`src/rtl/vector_issue_ctrl_if.sv`:
```
// Instruction handshake plus lane broadcast and register-file write bus of the
// vector issue sequencer.
interface vector_issue_ctrl_if #(
    parameter int els_p      = 32,
    parameter int vlen_p     = 8,
    parameter int vdw_p      = 32,
    parameter int op_width_p = 3
);
    localparam int vaw = (els_p > 1) ? $clog2(els_p) : 1;
    localparam int law = (vlen_p > 1) ? $clog2(vlen_p) : 1;

    logic                  v_i;
    logic                  ready_o;
    logic [op_width_p-1:0] op_i;
    logic [vaw-1:0]        vd_i;
    logic [vaw-1:0]        vs1_i;
    logic [vaw-1:0]        vs2_i;
    logic [vdw_p-1:0]      scalar_i;

    logic                  issue_v_o;
    logic                  lane_start_o;
    logic [op_width_p-1:0] lane_op_o;
    logic [vdw_p-1:0]      lane_scalar_o;
    logic [vaw-1:0]        r0_vaddr_o;
    logic [vaw-1:0]        r1_vaddr_o;
    logic [law-1:0]        r_addr_o;
    logic                  w_en_o;
    logic [vaw-1:0]        w_vaddr_o;
    logic [law-1:0]        w_addr_o;
    logic                  done_o;
    logic                  busy_o;

    modport master (
        output v_i, op_i, vd_i, vs1_i, vs2_i, scalar_i,
        input  ready_o, issue_v_o, lane_start_o, lane_op_o, lane_scalar_o,
               r0_vaddr_o, r1_vaddr_o, r_addr_o, w_en_o, w_vaddr_o, w_addr_o,
               done_o, busy_o
    );

    modport slave (
        input  v_i, op_i, vd_i, vs1_i, vs2_i, scalar_i,
        output ready_o, issue_v_o, lane_start_o, lane_op_o, lane_scalar_o,
               r0_vaddr_o, r1_vaddr_o, r_addr_o, w_en_o, w_vaddr_o, w_addr_o,
               done_o, busy_o
    );
endinterface

```
`src/rtl/vector_issue_ctrl.sv`:
```
// Vector lane sequencer: issues B beats per instruction, tracks writebacks in a
// delay line matching the lane pipeline and stalls on RAW hazards.
module vector_issue_ctrl #(
    parameter int els_p        = 32,
    parameter int vlen_p       = 8,
    parameter int vdw_p        = 32,
    parameter int lanes_p      = 4,
    parameter int op_width_p   = 3,
    parameter int pipe_depth_p = 2
) (
    input  logic                clk_i,
    input  logic                reset_n_i,
    vector_issue_ctrl_if.slave  bus
);
    localparam int beats       = vlen_p / lanes_p;
    localparam int vaw         = (els_p > 1) ? $clog2(els_p) : 1;
    localparam int law         = (vlen_p > 1) ? $clog2(vlen_p) : 1;
    localparam int last_beat_i = beats - 1;
    localparam logic [law-1:0] last_beat = last_beat_i[law-1:0];

    typedef enum logic {IDLE, ISSUE} state_e;

    typedef struct packed {
        logic           valid;
        logic [vaw-1:0] vd;
        logic [law-1:0] addr;
        logic           last;
    } wb_entry_t;

    state_e                state_q, state_d;
    logic [law-1:0]        count_q, count_d;
    logic [op_width_p-1:0] op_q;
    logic [vaw-1:0]        vd_q, vs1_q, vs2_q;
    logic [vdw_p-1:0]      scalar_q;
    wb_entry_t             pipe_q [pipe_depth_p];
    wb_entry_t             head;
    wb_entry_t             tail;

    logic hazard;
    logic any_valid;
    logic accept;
    logic beat_last;
    logic ready;
    logic issue_v;
    logic lane_start;
    logic [law-1:0] r_addr;

    assign beat_last = (count_q == last_beat);
    assign tail      = pipe_q[pipe_depth_p-1];

    // Only RAW is checked; in-order retirement makes WAW safe.
    always_comb begin
        hazard    = 1'b0;
        any_valid = 1'b0;
        for (int i = 0; i < pipe_depth_p; i++) begin
            if (pipe_q[i].valid) begin
                any_valid = 1'b1;
                if ((pipe_q[i].vd == bus.vs1_i) || (pipe_q[i].vd == bus.vs2_i)) begin
                    hazard = 1'b1;
                end
            end
        end
    end

    always_comb begin
        state_d    = state_q;
        count_d    = count_q;
        accept     = 1'b0;
        ready      = 1'b0;
        issue_v    = 1'b0;
        lane_start = 1'b0;
        r_addr     = '0;
        case (state_q)
            IDLE: begin
                ready = !hazard;
                if (bus.v_i && !hazard) begin
                    accept  = 1'b1;
                    count_d = '0;
                    state_d = ISSUE;
                end
            end
            ISSUE: begin
                issue_v    = 1'b1;
                r_addr     = count_q;
                lane_start = (count_q == '0);
                if (beat_last) begin
                    state_d = IDLE;
                end else begin
                    count_d = count_q + law'(1);
                end
            end
            default: state_d = IDLE;
        endcase
    end

    always_comb begin
        head = '0;
        if (state_q == ISSUE) begin
            head.valid = 1'b1;
            head.vd    = vd_q;
            head.addr  = count_q;
            head.last  = beat_last;
        end
    end

    always_ff @(posedge clk_i or negedge reset_n_i) begin
        if (!reset_n_i) begin
            state_q <= IDLE;
            count_q <= '0;
        end else begin
            state_q <= state_d;
            count_q <= count_d;
        end
    end

    always_ff @(posedge clk_i or negedge reset_n_i) begin
        if (!reset_n_i) begin
            op_q     <= '0;
            vd_q     <= '0;
            vs1_q    <= '0;
            vs2_q    <= '0;
            scalar_q <= '0;
        end else if (accept) begin
            op_q     <= bus.op_i;
            vd_q     <= bus.vd_i;
            vs1_q    <= bus.vs1_i;
            vs2_q    <= bus.vs2_i;
            scalar_q <= bus.scalar_i;
        end
    end

    // Delay line mirrors the lane EX/WB latency; the tail stage is the write port.
    always_ff @(posedge clk_i or negedge reset_n_i) begin
        if (!reset_n_i) begin
            for (int i = 0; i < pipe_depth_p; i++) begin
                pipe_q[i] <= '0;
            end
        end else begin
            pipe_q[0] <= head;
            for (int i = 1; i < pipe_depth_p; i++) begin
                pipe_q[i] <= pipe_q[i-1];
            end
        end
    end

    assign bus.ready_o       = ready;
    assign bus.issue_v_o     = issue_v;
    assign bus.lane_start_o  = lane_start;
    assign bus.r_addr_o      = r_addr;
    assign bus.lane_op_o     = op_q;
    assign bus.lane_scalar_o = scalar_q;
    assign bus.r0_vaddr_o    = vs1_q;
    assign bus.r1_vaddr_o    = vs2_q;
    assign bus.w_en_o        = tail.valid;
    assign bus.w_vaddr_o     = tail.vd;
    assign bus.w_addr_o      = tail.addr;
    assign bus.done_o        = tail.valid & tail.last;
    assign bus.busy_o        = (state_q == ISSUE) | any_valid;

endmodule

```
`src/flat_wrapper.sv`:
```
// flat-port wrapper written by rule: the top's interface ports become plain ports
module vector_issue_ctrl_flat 
#(
    parameter int els_p        = 32,
    parameter int vlen_p       = 8,
    parameter int vdw_p        = 32,
    parameter int lanes_p      = 4,
    parameter int op_width_p   = 3,
    parameter int pipe_depth_p = 2
)
  (clk_i, reset_n_i, bus_v_i, bus_op_i, bus_vd_i, bus_vs1_i, bus_vs2_i, bus_scalar_i, bus_ready_o, bus_issue_v_o, bus_lane_start_o, bus_lane_op_o, bus_lane_scalar_o, bus_r0_vaddr_o, bus_r1_vaddr_o, bus_r_addr_o, bus_w_en_o, bus_w_vaddr_o, bus_w_addr_o, bus_done_o, bus_busy_o);
  vector_issue_ctrl_if #(.els_p(els_p), .vlen_p(vlen_p), .vdw_p(vdw_p), .op_width_p(op_width_p)) bus_i ();
  input  logic clk_i;
  input  logic reset_n_i;
  input wire logic [$bits(bus_i.v_i)-1:0] bus_v_i;
  input wire logic [$bits(bus_i.op_i)-1:0] bus_op_i;
  input wire logic [$bits(bus_i.vd_i)-1:0] bus_vd_i;
  input wire logic [$bits(bus_i.vs1_i)-1:0] bus_vs1_i;
  input wire logic [$bits(bus_i.vs2_i)-1:0] bus_vs2_i;
  input wire logic [$bits(bus_i.scalar_i)-1:0] bus_scalar_i;
  output wire logic [$bits(bus_i.ready_o)-1:0] bus_ready_o;
  output wire logic [$bits(bus_i.issue_v_o)-1:0] bus_issue_v_o;
  output wire logic [$bits(bus_i.lane_start_o)-1:0] bus_lane_start_o;
  output wire logic [$bits(bus_i.lane_op_o)-1:0] bus_lane_op_o;
  output wire logic [$bits(bus_i.lane_scalar_o)-1:0] bus_lane_scalar_o;
  output wire logic [$bits(bus_i.r0_vaddr_o)-1:0] bus_r0_vaddr_o;
  output wire logic [$bits(bus_i.r1_vaddr_o)-1:0] bus_r1_vaddr_o;
  output wire logic [$bits(bus_i.r_addr_o)-1:0] bus_r_addr_o;
  output wire logic [$bits(bus_i.w_en_o)-1:0] bus_w_en_o;
  output wire logic [$bits(bus_i.w_vaddr_o)-1:0] bus_w_vaddr_o;
  output wire logic [$bits(bus_i.w_addr_o)-1:0] bus_w_addr_o;
  output wire logic [$bits(bus_i.done_o)-1:0] bus_done_o;
  output wire logic [$bits(bus_i.busy_o)-1:0] bus_busy_o;
  assign bus_i.v_i = bus_v_i;
  assign bus_i.op_i = bus_op_i;
  assign bus_i.vd_i = bus_vd_i;
  assign bus_i.vs1_i = bus_vs1_i;
  assign bus_i.vs2_i = bus_vs2_i;
  assign bus_i.scalar_i = bus_scalar_i;
  assign bus_ready_o = bus_i.ready_o;
  assign bus_issue_v_o = bus_i.issue_v_o;
  assign bus_lane_start_o = bus_i.lane_start_o;
  assign bus_lane_op_o = bus_i.lane_op_o;
  assign bus_lane_scalar_o = bus_i.lane_scalar_o;
  assign bus_r0_vaddr_o = bus_i.r0_vaddr_o;
  assign bus_r1_vaddr_o = bus_i.r1_vaddr_o;
  assign bus_r_addr_o = bus_i.r_addr_o;
  assign bus_w_en_o = bus_i.w_en_o;
  assign bus_w_vaddr_o = bus_i.w_vaddr_o;
  assign bus_w_addr_o = bus_i.w_addr_o;
  assign bus_done_o = bus_i.done_o;
  assign bus_busy_o = bus_i.busy_o;
  vector_issue_ctrl #(.els_p(els_p), .vlen_p(vlen_p), .vdw_p(vdw_p), .lanes_p(lanes_p), .op_width_p(op_width_p), .pipe_depth_p(pipe_depth_p)) u_core (.clk_i(clk_i), .reset_n_i(reset_n_i), .bus(bus_i));
endmodule
```
`config.mk`:
```
export PLATFORM = sky130hd
export DESIGN_NAME = vector_issue_ctrl_flat
export DESIGN_NICKNAME = d
export VERILOG_FILES = /design/src/rtl/vector_issue_ctrl_if.sv /design/src/rtl/vector_issue_ctrl.sv /design/src/flat_wrapper.sv
export SDC_FILE = /design/constraint.sdc
export NUM_CORES = 1
export LEC_CHECK = 0
export BUFFER_PORTS_ARGS = -buffer_cell sky130_fd_sc_hd__buf_2
export CORE_AREA = 3 3 84 86
export DETAILED_ROUTE_END_ITERATION = 10
export DIE_AREA = 0 0 87 89
export GPL_TIMING_DRIVEN = 0
export PLACE_DENSITY = 0.74
export SYNTH_ARGS = -nofsm -noshare
export SYNTH_HDL_FRONTEND = slang
export SYNTH_SLANG_ARGS = --single-unit
export TNS_END_PERCENT = 10
```
`constraint.sdc`:
```
create_clock -name clk_i -period 2.2 [get_ports clk_i]
set_input_delay 0.33 -clock clk_i [delete_from_list [all_inputs] [get_ports clk_i]]
set_output_delay 0.33 -clock clk_i [all_outputs]
set_load 0.02 [all_outputs]
```
== Yosys cells after proc, flatten, opt, wreduce, memory -nomap -nowiden ==
Index checks and enable logic that the tools add are counted.
Cells by class
  add/sub/neg operators: 1
  eq/ne operators: 7
  multiplexer cells: 18
  bitwise operators: 3
  reductions and logical operators: 6
Operator list (number)
  $eq 5x5->1: 4
  $mux 1: 12
  $mux 10: 1
  $mux 3: 3
  $pmux 3 s2: 1
  $add 3x1->3 const B: 1
  $eq 3x1->1 const B: 1
  $logic_not 3->1: 1
  $logic_or 1x1->1: 2
  $ne 2x1->1 const B: 1
  $ne 2x2->1 const B: 1
  $pmux 1 s2: 1
  $reduce_and 2->1: 1
  $and 1x1->1: 1
  $logic_and 1x1->1: 1
  $logic_not 1->1: 1
  $not 1->1: 1
  $or 1x1->1: 1
Word-level totals
  flip-flop bits (word level): 74
  bits of input ports: 53
  output and inout bits: 62
  logic and storage cells: 50

== Logic depth before layout (Yosys ltp) ==
  word-level depth: 10
  depth in mapped cells: 6
  gate-level depth less buffers: 6

== Worst setup path before layout ==
Ideal clock, no wire load.
  kind: reg-to-reg
  start: reg u_core.pipe_q, in the netlist u_core.bus.w_vaddr_o[4]
  end: reg u_core.op_q[0], in the netlist u_core.bus.lane_op_o[0]
  library setup time: 0.125 ns
  arrival: 1.842 ns
  data required time: 2.075 ns
  setup slack: 0.234 ns
  cell stages (with the launch flop): 7
  path buffers: 1
  clock period less this slack: 1.966 ns
  path through: dfrtp_1 -> xnor2_1 -> nand4_1 -> o22ai_1 -> nor4_4 -> buf_6 -> mux2_2
Between the ends
  word-level cells in the longest chain between the ends: 8
  elaborated cells between the ends (all ways): 9
  classes of those cells: 2 x eq/ne; 4 x mux; 3 x reduce/logical
RTL lines
  start: declaration: RTL line vector_issue_ctrl.sv:35  | wb_entry_t pipe_q [pipe_depth_p];
  start signal: indexed assignment: RTL line vector_issue_ctrl.sv:141  | pipe_q[i] <= pipe_q[i-1];
  $eq 5x5->1: RTL line vector_issue_ctrl.sv:58  | if ((pipe_q[i].vd == bus.vs1_i) || (pipe_q[i].vd == bus.vs2_i)) begin
  $logic_or 1x1->1 *: RTL line vector_issue_ctrl.sv:58
  $mux 1 *: RTL line vector_issue_ctrl.sv:58
  $mux 1 *: RTL line vector_issue_ctrl.sv:56  | if (pipe_q[i].valid) begin
  $logic_not 1->1 *: RTL line vector_issue_ctrl.sv:76  | if (bus.v_i && !hazard) begin
  $logic_and 1x1->1 *: RTL line vector_issue_ctrl.sv:76
  $mux 1 *: RTL line vector_issue_ctrl.sv:76
  $mux 1 *: RTL line vector_issue_ctrl.sv:73  | case (state_q)
  end signal: assignment: RTL line vector_issue_ctrl.sv:124  | op_q <= bus.op_i;
  end: declaration: RTL line vector_issue_ctrl.sv:32  | logic [op_width_p-1:0] op_q;
Every way passes the cells marked *; elsewhere a longest branch is shown, timed or not.
A chain may end at the register's enable or synchronous reset.

== Worst setup path in the final report ==
  start: reg u_core.pipe_q, in the netlist u_core.bus.w_vaddr_o[2]
  end: out bus_ready_o
Between the ends
  word-level cells in the longest chain between the ends: 6
  elaborated cells between the ends (all ways): 7
  classes of those cells: 2 x eq/ne; 3 x mux; 2 x reduce/logical
RTL lines
  $eq 5x5->1: RTL line vector_issue_ctrl.sv:58
  $logic_or 1x1->1 *: RTL line vector_issue_ctrl.sv:58
  $mux 1 *: RTL line vector_issue_ctrl.sv:58
  $mux 1 *: RTL line vector_issue_ctrl.sv:56
  $logic_not 1->1 *: RTL line vector_issue_ctrl.sv:75  | ready = !hazard;
  $mux 1 *: RTL line vector_issue_ctrl.sv:73
  end: declaration: RTL line flat_wrapper.sv:21  | output wire logic [$bits(bus_i.ready_o)-1:0] bus_ready_o;
Marks and branches as above.

==> impl_metrics.env <==
export IMPL_p_int_w=0.00406
export IMPL_coreArea_mm2=0.00635
export IMPL_critPathArrivalTime_ns=1.73
export IMPL_crit_path_max_incr_delay_ns=0.43
export IMPL_ys_ff_latch=74
export IMPL_synth_area_leaders="dfrtp_1, mux2_2, xnor2_1"
export IMPL_cts_buffers=9
export IMPL_hp_class="input port to register"
export IMPL_antenna_found_initial=1
export IMPL_syn_inst=203
export IMPL_syn_avg_cell_area_um2=14.8
export IMPL_synth_top_area_share=0.617
export IMPL_synth_area_leader_cell="dfrtp_1"
export IMPL_detail_route_wirelength_mm=6.08
export IMPL_whs_endpoint="u_core.bus.lane_scalar_o[0]"
export IMPL_vias_per_cell=4.73
export IMPL_status="finished, final reports clean"
export IMPL_synth_edf_count=0
export IMPL_leakage_nw=1.95
export IMPL_grt_pass1_wl_mm=9.60
export IMPL_rsz0062_at_grt="no"
export IMPL_diodes=0
export IMPL_cap_violations=0
export IMPL_ir_worst_vdd_uv=766
export IMPL_die_area_mm2=0.00774
export IMPL_tightest_slew_ns=0.490
export IMPL_holdCritStartpoint="bus_scalar_i[0]"
export IMPL_syn_area_mm2=0.00300
export IMPL_grt_start_max_net_pins=62
export IMPL_start_util=0.473
export IMPL_reg2reg_to="u_core.vd_q[0]"
export IMPL_drt_iter0_drc=73
export IMPL_num_rows=29
export IMPL_startpoint_type="register"
export IMPL_clock_sinks=74
export IMPL_grt_use_total=0.163
export IMPL_overflow=0
export IMPL_clk_pin_slew_ns=0.07
export IMPL_dieHeight_um=89
export IMPL_min_period_over_period=0.936
export IMPL_final_max_slew_viol_count=0
export IMPL_netSwitchingFraction=0.364
export IMPL_synth_most_common_cell="dfrtp_1"
export IMPL_fmax_ghz=0.486
export IMPL_critPathRequiredTime_ns=1.87
export IMPL_ios=115
export IMPL_clkPwrFrac=0.196
export IMPL_cts_tree="done"
export IMPL_clk_latency_ns=0.33
export IMPL_seqPwrFrac=0.378
export IMPL_power_density_mw_per_mm2=1600
export IMPL_holdWs_ns=0.219
export IMPL_r2r_slack_ns=0.23
export IMPL_final_core_util=0.626
export IMPL_post_drt_wl_per_cell_um=14.7
export IMPL_fin_crit_ns=2.06
export IMPL_cts_max_level=3
export IMPL_layout_drive_gt1_share=0.586
export IMPL_path_cells="xnor2_1, nand4_1, o22ai_1, nor4_1, buf_2"
export IMPL_setup_violations=0
export IMPL_fin_worst_skew_ns=0.00795
export IMPL_async_reset_ff_frac=1.00
export IMPL_dp_hpwl_mm=4.47
export IMPL_vias=1954
export IMPL_synthFlopType="dfrtp_1"
export IMPL_finalHoldViolations=0
export IMPL_dr_pass1_iters=4
export IMPL_final_antenna_net_count=0
export IMPL_crit_type="register to output pin"
export IMPL_ys_warn_count=0
export IMPL_crit_slowest_cell="dfrtp_1"
export IMPL_crit_fanout=3
export IMPL_die_w_um=87
export IMPL_end_kind="output pin"
export IMPL_gp_congestion=0.719
export IMPL_pwr_share_comb=0.426
export IMPL_min_path_cells=2
export IMPL_worstReg2RegStart="u_core.bus.w_vaddr_o[2]"
export IMPL_ys_seq_area_frac=0.617
export IMPL_grt_pass1_vias=1983
export IMPL_synth_cell_types=25
export IMPL_ff2ff_path_depth=7
export IMPL_clockBufferDepth=2
export IMPL_cts_root_buf="clkbuf_8"
export IMPL_p_sw_w=0.00232
export IMPL_drc=0
export IMPL_slew_headroom=0.670
export IMPL_nNetsFinal=388
export IMPL_areaGrowthSynthToFinish_pct=32.5
export IMPL_netlist_top_cells_count="dfrtp_1, mux2_2, xnor2_1"
export IMPL_place_port_buffers=114
export IMPL_syn_nets=259
==> cell type report <==
| class | count | area (um^2) |
|---|---|---|
| Fill cell | 521 | 2370 |
| Multi-Input combinational cell | 108 | 1000 |
| Tap cell | 77 | 96.3 |
| Timing Repair Buffer | 118 | 626 |
| Inverter | 4 | 15.0 |
| Sequential cell | 74 | 1850 |
| Clock inverter | 5 | 103 |
| Buffer | 17 | 143 |
| Clock buffer | 10 | 138 |
==> layout by cell type (no fill, tap or decap), types with 3 or more instances in the layout <==
master / n
and2_1: 9
buf_2: 113
buf_4: 14
buf_6: 5
bufinv_16: 3
clkbuf_8: 10
dfrtp_1: 74
ha_1: 3
inv_1: 4
mux2_1: 4
mux2_2: 46
nand2_1: 5
nand2b_1: 3
xnor2_1: 14
xor2_1: 6
==> per-layer routing <==
metal / vias up / global-route usage / share of wire
met2: 62 / 0.265 / 0.50
met3: 11 / 0.0461 / 0.070
li1: 935 / - / -
met5: - / 0 / 0.0012
met4: 2 / 0.0751 / 0.018
met1: 944 / 0.202 / 0.41
==> worst max-delay path by stage <==
stage / start / to / slack, ns / depth (start not counted)
after detailed placement: bus_vs1_i[2] / u_core.bus.r0_vaddr_o[3] / -0.13 / 7
after floorplan: u_core.bus.w_vaddr_o[4] / u_core.bus.lane_op_o[0] / 0.23 / 6
after global placement: bus_vs1_i[2] / u_core.bus.r0_vaddr_o[0] / -0.12 / 7
final: u_core.bus.w_vaddr_o[2] / bus_ready_o / 0.14 / 5
after global routing: u_core.bus.w_vaddr_o[2] / bus_ready_o / 0.04 / 5
after CTS: u_core.pipe_q[17] / bus_ready_o / 0.10 / 5
==> critical path: cells and delay by family, from the launching register on <==
kind / cells / cell delay, ns
AOI/OAI and AO/OA: 1 / 0.29
xor gates and xnor gates: 1 / 0.24
buffers and inverters: 1 / 0.18
DFF: 1 / 0.43
and+or+nand+nor: 2 / 0.26
==> through the flow <==
| step | worst slack [ns] | instances | setup TNS [ns] | area [um^2] | power, W |
|---|---|---|---|---|---|
| 2_1_floorplan | 0.234 | 203 | 0 | 3000 | 0.00425 |
| 3_3_place_gp | -0.122 | 394 | -5.05 | 3670 | 0.00506 |
| 3_5_place_dp | -0.125 | 395 | -4.89 | 3700 | 0.00517 |
| 4_1_cts | 0.101 | 413 | 0 | 3960 | 0.00646 |
| 5_1_grt | 0.0364 | 413 | 0 | 3980 | 0.00680 |
| 6_report | 0.141 | 413 | 0 | 3980 | 0.00637 |
==> sequential cells by signal (all words and copies together), names as in the netlist <==
| register | count |
|---|---|
| u_core.bus.r0_vaddr_o | 5 |
| u_core.bus.lane_scalar_o | 32 |
| u_core.vd_q | 5 |
| u_core.count_q | 3 |
| u_core.state_q | 1 |
| u_core.pipe_q | 11 |
| u_core.bus.lane_op_o | 3 |
| u_core.bus.w_addr_o | 3 |
| u_core.bus.w_en_o | 1 |
| u_core.bus.r1_vaddr_o | 5 |
| u_core.bus.w_vaddr_o | 5 |
==> cell families after synthesis <==
logic type      after synthesis  share of synthesized area
xor+xnor                     20                     0.0584
simple gates                 30                     0.0626
buf+inv                      21                     0.0525
fa+ha+maj                     3                     0.0125
flops                        74                      0.617
compound gates                5                    0.00917
mux                          50                      0.188
==> power groups by stage <==
stage	combinational, W	clock, W	sequential (W)
5_1_grt	0.00295	0.00134	0.00251
6_report	0.00272	0.00125	0.00241
3_5_place_dp	0.00273	0	0.00244
4_1_cts	0.00275	0.00129	0.00242
2_1_floorplan	0.00131	0	0.00294
3_3_place_gp	0.00267	0	0.00239
==> what timing repair did <==
action | CTS | global route
gates resized for setup | 0 | 2
endpoints found under the hold margin | 13 | 0
setup endpoints to repair | 46 | 1
buffers inserted | 2 | 0
pin swaps | 1 | 0
hold buffers | 1 | 0
(Power assumes the default switching activity.)
